**src/rtl/serial_compare_ctrl_pkg.sv**
```systemverilog
// serial_compare_ctrl_pkg
// Shared constants and types for the serial compare controller.
//   WIDTH_DEF : default operand width in bits
//   state_t   : controller FSM state encoding (IDLE, COMPARE, DONE)
package serial_compare_ctrl_pkg;

  localparam int WIDTH_DEF = 8;

  typedef enum logic [1:0] {
    IDLE    = 2'b00,
    COMPARE = 2'b01,
    DONE    = 2'b10
  } state_t;

endpackage

```
**src/rtl/serial_compare_ctrl_one_bit_comparator.sv**
```systemverilog
// one_bit_comparator
// Single-bit magnitude comparator slice used by the serial controller.
//   a  : input  bit of operand A
//   b  : input  bit of operand B
//   eq : output high when a == b
//   lt : output high when a < b (a=0, b=1)
module one_bit_comparator (
  input  logic a,
  input  logic b,
  output logic eq,
  output logic lt
);

  // Pure combinational compare of one bit pair
  always_comb begin
    eq = ~(a ^ b);
    lt = ~a & b;
  end

endmodule

```
**src/rtl/serial_compare_ctrl.sv**
```systemverilog
// serial_compare_ctrl
// Compares two unsigned operands one bit per cycle, MSB (index 0) first,
// stopping at the first differing bit.
//   clk   : input  clock, rising edge
//   rst   : input  asynchronous active-high reset
//   start : input  compare request, sampled only in IDLE
//   aa    : input  operand A [0:WIDTH-1], bit 0 is the MSB
//   bb    : input  operand B [0:WIDTH-1], bit 0 is the MSB
//   busy  : output high in COMPARE and DONE
//   done  : output one-cycle pulse when ee/ll carry a fresh result
//   ee    : output registered A == B
//   ll    : output registered A <  B (unsigned)
module serial_compare_ctrl
  import serial_compare_ctrl_pkg::*;
#(
  parameter int WIDTH = WIDTH_DEF
) (
  input  logic             clk,
  input  logic             rst,
  input  logic             start,
  input  logic [0:WIDTH-1] aa,
  input  logic [0:WIDTH-1] bb,
  output logic             busy,
  output logic             done,
  output logic             ee,
  output logic             ll
);

  localparam int IDXW = (WIDTH > 1) ? $clog2(WIDTH) : 1;
  localparam logic [IDXW-1:0] IDX_LAST = IDXW'(WIDTH - 1);
  localparam logic [IDXW-1:0] IDX_ZERO = IDXW'(0);
  localparam logic [IDXW-1:0] IDX_ONE  = IDXW'(1);

  state_t           r_state;
  logic [IDXW-1:0]  r_idx;
  logic [0:WIDTH-1] r_a;
  logic [0:WIDTH-1] r_b;
  logic             r_busy;
  logic             r_done;
  logic             r_ee;
  logic             r_ll;

  state_t           w_state_nxt;
  logic [IDXW-1:0]  w_idx_nxt;
  logic [0:WIDTH-1] w_a_nxt;
  logic [0:WIDTH-1] w_b_nxt;
  logic             w_busy_nxt;
  logic             w_done_nxt;
  logic             w_ee_nxt;
  logic             w_ll_nxt;

  logic             w_a_bit;
  logic             w_b_bit;
  logic             w_eq;
  logic             w_lt;

  // Select the captured bit pair under examination this cycle
  always_comb begin
    w_a_bit = r_a[r_idx];
    w_b_bit = r_b[r_idx];
  end

  one_bit_comparator u_slice (
    .a  (w_a_bit),
    .b  (w_b_bit),
    .eq (w_eq),
    .lt (w_lt)
  );

  // Next-state and next-output decode for the compare FSM
  always_comb begin
    w_state_nxt = r_state;
    w_idx_nxt   = r_idx;
    w_a_nxt     = r_a;
    w_b_nxt     = r_b;
    w_busy_nxt  = r_busy;
    w_done_nxt  = 1'b0;
    w_ee_nxt    = r_ee;
    w_ll_nxt    = r_ll;
    case (r_state)
      IDLE: begin
        if (start) begin
          w_a_nxt     = aa;
          w_b_nxt     = bb;
          w_idx_nxt   = IDX_ZERO;
          w_busy_nxt  = 1'b1;
          w_state_nxt = COMPARE;
        end else begin
          w_busy_nxt  = 1'b0;
        end
      end
      COMPARE: begin
        if (!w_eq) begin
          // First differing bit decides the order; A is smaller when its bit is 0
          w_ee_nxt    = 1'b0;
          w_ll_nxt    = w_lt;
          w_done_nxt  = 1'b1;
          w_state_nxt = DONE;
        end else if (r_idx == IDX_LAST) begin
          w_ee_nxt    = 1'b1;
          w_ll_nxt    = 1'b0;
          w_done_nxt  = 1'b1;
          w_state_nxt = DONE;
        end else begin
          w_idx_nxt   = r_idx + IDX_ONE;
        end
      end
      DONE: begin
        // start is deliberately not looked at here
        w_busy_nxt  = 1'b0;
        w_state_nxt = IDLE;
      end
      default: begin
        w_busy_nxt  = 1'b0;
        w_idx_nxt   = IDX_ZERO;
        w_state_nxt = IDLE;
      end
    endcase
  end

  // State and output registers with asynchronous clear
  always_ff @(posedge clk or posedge rst) begin
    if (rst) begin
      r_state <= IDLE;
      r_idx   <= IDX_ZERO;
      r_a     <= {WIDTH{1'b0}};
      r_b     <= {WIDTH{1'b0}};
      r_busy  <= 1'b0;
      r_done  <= 1'b0;
      r_ee    <= 1'b0;
      r_ll    <= 1'b0;
    end else begin
      r_state <= w_state_nxt;
      r_idx   <= w_idx_nxt;
      r_a     <= w_a_nxt;
      r_b     <= w_b_nxt;
      r_busy  <= w_busy_nxt;
      r_done  <= w_done_nxt;
      r_ee    <= w_ee_nxt;
      r_ll    <= w_ll_nxt;
    end
  end

  assign busy = r_busy;
  assign done = r_done;
  assign ee   = r_ee;
  assign ll   = r_ll;

endmodule

```
**config.mk**
```make
export PLATFORM = sky130hd
export DESIGN_NAME = serial_compare_ctrl
export DESIGN_NICKNAME = d
export VERILOG_FILES = /design/src/rtl/serial_compare_ctrl_pkg.sv /design/src/rtl/serial_compare_ctrl_one_bit_comparator.sv /design/src/rtl/serial_compare_ctrl.sv
export SDC_FILE = /design/constraint.sdc
export NUM_CORES = 1
export LEC_CHECK = 0
export CORE_ASPECT_RATIO = 1.5
export CORE_MARGIN = 2
export CORE_UTILIZATION = 53
export DETAILED_ROUTE_END_ITERATION = 6
export PLACE_DENSITY = 0.87
export SLEW_MARGIN = 20
export SYNTH_ARGS = -nofsm -noshare
export SYNTH_HDL_FRONTEND = slang
export SYNTH_SLANG_ARGS = --single-unit
```
**constraint.sdc**
```tcl
create_clock -name clk -period 6 [get_ports clk]
set_input_delay 1.8 -clock clk [delete_from_list [all_inputs] [get_ports clk]]
set_output_delay 1.8 -clock clk [all_outputs]
set_load 0.01 [all_outputs]
```
Yosys cells after proc, flatten, opt, wreduce, memory -nomap -nowiden. Cells that the tools add are included.

Bits in registers: 25. Input port bits: 19.

$add $sub $neg: 1. Order comparisons: 1. Equality and inequality tests: 7. Muxes and demuxes: 23. Bitwise logic cells: 5. Reduce and logical (&&, ||, !) cells: 6.

Operator list (number): 2-to-1 mux 1 bit (12); 2-to-1 mux 3 bit (3); one-hot mux 3 bit (3 select lines) (1); binary-select mux 1 bit (select 3 bit) (2); 2-to-1 mux 2 bit (3); inequality test 2 bit, second input constant (3); AND reduction 2 bit (3); >= comparator 4 bit, second input constant (1); NOT 3 -> 4 bit (1); one-hot mux 2 bit (2 select lines) (1); AND reduction 4 bit (1); adder 3 x 1 -> 3 bit, second input constant (1); == test 3 bit, second input constant (1); inequality test 3 bit, second input constant (1); == test 2 x 1 -> 1 bit, second input constant (1); == test 2 bit, second input constant (1); logical NOT 2 bit (1); NOT 1 bit (2); one-hot mux 1 bit (2 select lines) (1); nonzero test 2 bit (1); bitwise AND 1 bit (1); XOR 1 bit (1).

Logic depth before layout (Yosys ltp). Gate-level depths: netlist (run 1).

Depth in word-level cells: 7. Gate-level depth with buffers: 6.

Modules after synthesis. A second synthesis (run 1) with hierarchy kept.

Cells, all modules: 75. Area total of the unflattened synthesis: 1166.1 µm².

Modules (own cells, without submodules): serial_compare_ctrl (instances 1, cells an instance 73, area an instance 1149.9 µm²); one_bit_comparator (instances 1, cells an instance 2, area an instance 16.3 µm²).

Least setup slack after synthesis (run 1). Ideal clock, no wire load.

Kind: input port to flip-flop. Start point: input start. End point: register r_a[1] in the netlist's numbering. Setup time: 0.125 ns. Data arrival time: 2.679 ns. Path slack: 3.196 ns. Stages on the path: 5. Path through: nor2b_1 > nor2b_1 > buf_6 > buf_6 > mux2_2.

Longest elaborated chain between the ends: 1.

RTL lines: start, declared (line serial_compare_ctrl.sv:20) `input logic start,`; AND reduction 2 bit (no line); end signal, assigned (line serial_compare_ctrl.sv:126) `r_a <= {WIDTH{1'b0}};`; end signal, assigned (line serial_compare_ctrl.sv:135) `r_a <= w_a_nxt;`; end, declared (line serial_compare_ctrl.sv:36) `logic [0:WIDTH-1] r_a;`.

Every way passes these cells. A chain may end at the register's enable or synchronous reset.

Final worst setup path (run 1).
Start point: register r_busy, in the netlist busy. End point: output busy.

RTL lines: start, declared (line serial_compare_ctrl.sv:38) `logic r_busy;`; start signal, assigned (line serial_compare_ctrl.sv:137) `r_busy <= w_busy_nxt;`; end, declared (line serial_compare_ctrl.sv:23) `output logic busy,`.

No word-level cell between the ends.

==> results of run 1 <==
cell families after synthesis:
logic type,after synthesis
buf+inv,4
mux,25
fa+ha+maj,3
flops,25
simple gates,11
compound gates,4
cell type report:
cell class                 instances  area [um2]
sequential                        25         626
tap                               22        27.5
fill                             157         623
inverter                           2        7.51
clock buffer                       3        22.5
clock inverter                     1        5.00
timing repair buffer              23         228
multi-input combinational         43         463
routing by layer:
layer  vias to the layer above  part of all wire  global-route usage
met3                         4             0.036              0.0242
met2                        19              0.58               0.330
met5                         -                 0                   0
met1                       342              0.37               0.165
met4                         0             0.013              0.0691
li1                        314                 -                   -
state kept, by name, indices dropped and copies added, names as in the netlist:
name,flops
r_a,8
r_b,8
r_idx,3
r_state,2
busy,1
done,1
ee,1
ll,1
worst max path at each step:
stage | start | endpoint | slack (ns) | depth (start not counted)
2_1_floorplan | start | r_a[1] | 3.20 | 5
5_1_grt | busy | busy | 2.92 | 1
4_1_cts | ee | ee | 2.95 | 1
6_report | busy | busy | 2.98 | 1
3_5_place_dp | start | r_b[2] | 2.68 | 5
3_3_place_gp | start | r_a[1] | 2.71 | 5
where the power goes:
part           switching (uW)  internal [uW]
registers                46.0            242
logic                    96.5            156
clock network            48.1           24.9
total                     191            423
cells in the mapped netlist:
| cell | count |
|---|---|
| nand2b_1 | 1 |
| and3_1 | 1 |
| mux2_2 | 19 |
| a31oi_1 | 1 |
| inv_1 | 2 |
| ha_1 | 3 |
| mux4_1 | 4 |
| nor2b_1 | 3 |
| o22ai_1 | 1 |
| a22o_1 | 2 |
| mux2i_1 | 2 |
| dfrtp_1 | 25 |
| buf_6 | 2 |
| nor2_1 | 5 |
| or2_2 | 1 |
stage by stage:
stage	power (uW)	area (um2)	std cells	hold slack (ns)	util
floorplan	476	1120	72	0.439	-
global placement	528	1350	115	0.470	0.675
detailed placement	548	1350	115	0.483	0.675
CTS	621	1380	119	0.503	0.689
global route	654	1380	119	0.532	0.689
finish	614	1380	119	0.497	0.689
==> impl_metrics.py, run 1 <==
metrics = {
    "setup_path": {
        "reg2reg_depth": 6,
        "crit_buf_inv": 1,
        "worstSetupStartpointType": "flip-flop",
        "critPathCaptureType": "output pin",
        "arrival_ns": 1.22,
        "path_max_fanout": 2,
        "required_ns": 4.20,
        "r2r_setup_slack_ns": 3.47,
        "path_cells": "clkdlybuf4s50_1",
        "cpMaxStageDelayCell": "clkdlybuf4s50_1",
        "critical_path_class": "flip-flop to output pin",
        "r2r_end": "r_idx[0]",
        "rr_startpoint": "r_idx[0]",
        "critPathTopFamily": "buffers and inverters",
        "critPathMaxStageDelay_ns": 0.54,
    },
    "die": {
        "num_io_pins": 23,
        "coreArea_um2": 2000,
        "die_area_um2": 2500,
        "rows": 20,
        "die_x_um": 41.5,
        "die_h_um": 60.3,
        "start_util": 0.559,
    },
    "route": {
        "routed_wl_mm": 1.87,
        "wire_per_inst_um": 15.7,
        "drtIter0Drc": 5,
        "routed_via_density": 5.71,
        "vias": 679,
        "ant_nets": 0,
        "first_pass_iters": 4,
        "drc": 0,
    },
    "logic_synthesis": {
        "synth-xor-area-share": 0,
        "ys_seq_area_frac": 0.559,
        "synth_area_leaders": "dfrtp_1 (56%), mux2_2 (19%), mux4_1 (9.4%), ha_1 (3.4%), buf_6 (2.0%)",
        "ys_seq_elements": 25,
        "yosysTopAreaCell": "dfrtp_1",
        "yosys.area_share.simple": 0.0503,
        "synth.area.mux_share": 0.303,
        "syn_area_per_cell_um2": 15.5,
        "synth_adder_area_share": 0.0336,
        "synth.net_count": 94,
        "synthesis.area_um2": 1120,
        "synth-compound-area-share": 0.0268,
        "synth_top_family_by_area": "multiplexers",
        "yosysWarnings": 0,
        "netlist_instances": 72,
        "synthDistinctLibCells": 15,
        "yosysTopAreaCellShare": 0.559,
    },
    "sta": {
        "rsz0062_at_grt": "no",
        "fmax_mhz": 331,
        "period_needed_ns": 3.02,
        "hold_viol_final": 0,
        "final.period_utilization": 0.504,
        "maxSlewViolCount": 0,
        "setup_viol": 0,
        "skew_ns": 0.00670,
        "slew_headroom": 0.392,
        "worst_pin_slew_ns": 0.912,
        "fin_ws_ns": 2.98,
        "fin_tns_setup_ns": 0,
    },
    "placed_design": {
        "hpwl_mm": 1.47,
        "post-place-ws_ns": 2.68,
        "gp_routability_congestion": 0.764,
        "io_buffer_count": 22,
    },
    "cts": {
        "cts.sinks": 25,
        "h-tree-depth": 1,
        "cts_setup_buffers": 0,
        "cts_buffers": 3,
        "insertion_delay_ns": 0.31,
        "cts_resized": 0,
        "ctsLongestPathBuffers": 2,
        "cts_tree": "yes",
        "root_buffer": "clkbuf_4",
        "cts_hold_buf": 0,
        "clk_pin_slew_ns": 0.13,
    },
    "hold_path": {
        "min_to": "busy",
        "hold_depth": 1,
        "min_from": "r_state[1]",
        "worstHoldPathType": "flip-flop to flip-flop",
    },
    "final_layout": {
        "final_common_cell": "dfrtp_1",
        "area_growth_pct": 23.3,
        "final_cell_mix": "dfrtp_1 (25), clkdlybuf4s50_1 (22), mux2_2 (19)",
        "fin_nets": 120,
        "diodes": 0,
        "drive_above_1_share": 0.258,
    },
    "global_route": {
        "grt_usage": 0.164,
        "grt_pass1_wl_mm": 3.12,
        "grt_pass1_vias": 760,
        "grt_overflow_total": 0,
        "grt_max_degree": 26,
        "antenna_found_initial": 0,
    },
    "outcome": {
        "status": "complete, no violations",
    },
    "run": {
        "maxCapViolCount": 0,
    },
    "power": {
        "power.density_nw_per_um2": 445,
        "p_leak_uw": 0.000606,
        "irDropWorstVdd_v": 0.000212,
    },
}
Power figures use the tool's default switching activity.
==> inputs of run 2 (changes only) <==
- CORE_UTILIZATION: 53 -> 44
- PLACE_DENSITY: 0.87 -> 0.78
- clock period: 6 -> 2.75 ns (I/O delays scaled with it)
==> run 2 against run 1 <==
  * First-iteration DRC count grew to 3.4 times the previous value
  * Global-route usage fell by 1.4 points
  * Clock skew increased by 0.0027 ns
  * Clock power grew 120%
  * Die area is 19% higher
  * Non-clock buffer count is 1 higher
  * Sequential power increased by 120%
  * Largest power group unchanged
  * Sequential share of layout area is 0.33 points lower
  * Register-to-register slack got worse by 3.2 ns
  * Critical path depth rose by 5
==> impl_metrics.py, run 2 (same netlist as run 1, synthesis figures left out) <==
metrics = {
    "cts": {
        "cts_resized": 0,
        "ctsLongestPathBuffers": 2,
        "cts_setup_buffers": 0,
        "clk_pin_slew_ns": 0.14,
        "cts_buffers": 3,
        "h-tree-depth": 1,
        "root_buffer": "clkbuf_4",
        "cts_hold_buf": 0,
        "cts.sinks": 25,
        "insertion_delay_ns": 0.32,
        "cts_tree": "yes",
    },
    "final_layout": {
        "num-fill-cells": 216,
        "final_cell_mix": "dfrtp_1 (25), clkdlybuf4s50_1 (22), mux2_2 (19)",
        "biggestRegsByFlops": "r_a x8, r_b x8, r_idx x3",
        "multi_input_comb_area_um2": 463,
        "drive_above_1_share": 0.265,
        "fin_nets": 121,
        "area_growth_pct": 24.2,
        "final_common_cell": "dfrtp_1",
        "diodes": 0,
        "final-seq-area_um2": 626,
        "finish.instance_area_um2": 1390,
    },
    "route": {
        "wl_met2_mm": 1.03,
        "routed.top_layer": "met4",
        "drc": 0,
        "wire_per_inst_um": 14.8,
        "first_pass_iters": 2,
        "drtIter0Drc": 17,
        "met1_length_um": 694,
        "met3_length_um": 59,
        "routed_via_density": 5.62,
        "routed_wl_mm": 1.81,
        "vias": 686,
        "ant_nets": 0,
    },
    "hold_path": {
        "min_from": "r_state[1]",
        "worstHoldPathType": "flip-flop to flip-flop",
    },
    "sta": {
        "fmax_mhz": 404,
        "maxSlewViolCount": 0,
        "final.period_utilization": 0.899,
        "hold_viol_final": 0,
        "fin_ws_ns": 0.277,
        "rsz0062_at_grt": "no",
        "fin_tns_setup_ns": 0,
        "slew_headroom": 0.791,
        "setup_viol": 0,
        "skew_ns": 0.00939,
        "period_needed_ns": 2.47,
        "worst_pin_slew_ns": 0.314,
    },
    "die": {
        "start_util": 0.462,
        "rows": 22,
        "coreArea_um2": 2420,
        "die_area_um2": 2970,
        "die_h_um": 65.8,
        "num_io_pins": 23,
        "die_x_um": 45.2,
    },
    "global_route": {
        "grt_overflow_total": 0,
        "antenna_found_initial": 0,
        "grt_pass1_wl_mm": 3.26,
        "grt_pass1_vias": 793,
        "grt_usage": 0.151,
        "grt_max_degree": 26,
    },
    "setup_path": {
        "worstSetupStartpointType": "flip-flop",
        "rr_startpoint": "r_idx[0]",
        "path_cells": "mux4_1 > mux2_2 > ha_1 > nor2b_1 > o22ai_1 > mux2_2",
        "cpMaxStageDelayCell": "mux4_1",
        "path_max_fanout": 6,
        "required_ns": 2.98,
        "critPathCaptureType": "flip-flop",
        "arrival_ns": 2.70,
        "critPathMaxStageDelay_ns": 0.59,
        "crit_buf_inv": 0,
        "critical_path_class": "flip-flop to flip-flop",
        "critPathLaunch": "r_idx[0]",
        "critPathTopFamily": "multiplexers",
        "critPathMostFrequentCell": "mux2_2",
    },
    "power": {
        "power.density_nw_per_um2": 963,
        "irDropWorstVdd_v": 0.000577,
        "p_leak_uw": 0.000611,
        "total_power_uw": 1340,
    },
    "placed_design": {
        "post-place-ws_ns": 0.300,
        "hpwl_mm": 1.41,
        "gp_routability_congestion": 0.708,
        "placed_area_um2": 1360,
        "io_buffer_count": 22,
    },
    "run": {
        "maxCapViolCount": 0,
    },
    "outcome": {
        "status": "complete, no violations",
    },
}
-- run 2: cell types whose count changed in the layout (fill, tap and decap cells not counted) --
cell   before  now
buf_4       1    2
-- run 2: worst paths after layout --
kind	slack, ns	cells after the start	end
setup / recovery	0.28	6	r_idx[0]
hold / removal	0.49	1	busy
setup reg to reg	0.28	6	r_idx[0]
hold reg to reg	0.49	1	busy
max in group asynchronous	1.67	3	ll
min in group asynchronous	0.83	3	r_a[6]
-- run 2: power by group --
group | switching (uW) | internal, uW
registers | 105 | 528
logic | 201 | 339
clock network | 110 | 54.6
total | 416 | 922
-- run 2: final cells by class --
type / instances / share of cell area
clock buffers: 3 / 0.0162
clock inverters: 1 / 0.00360
inverters: 2 / 0.00541
multi-input cells: 43 / 0.333
flip-flops and latches: 25 / 0.450
well taps: 24 / 0.0216
repair buffers: 24 / 0.169
-- run 2: metal layers --
metal  GRT usage  vias up
met5           0        -
li1            -      319
met1       0.169      347
met3      0.0165        4
met4      0.0772        0
met2       0.268       16
-- run 2: through the flow --
stage	cells	hold WS, ns	utilization
final	122	0.493	0.573
after CTS	122	0.490	0.573
after floorplan	72	0.439	-
after global placement	118	0.462	0.562
after detailed placement	118	0.471	0.562
after global routing	122	0.518	0.573
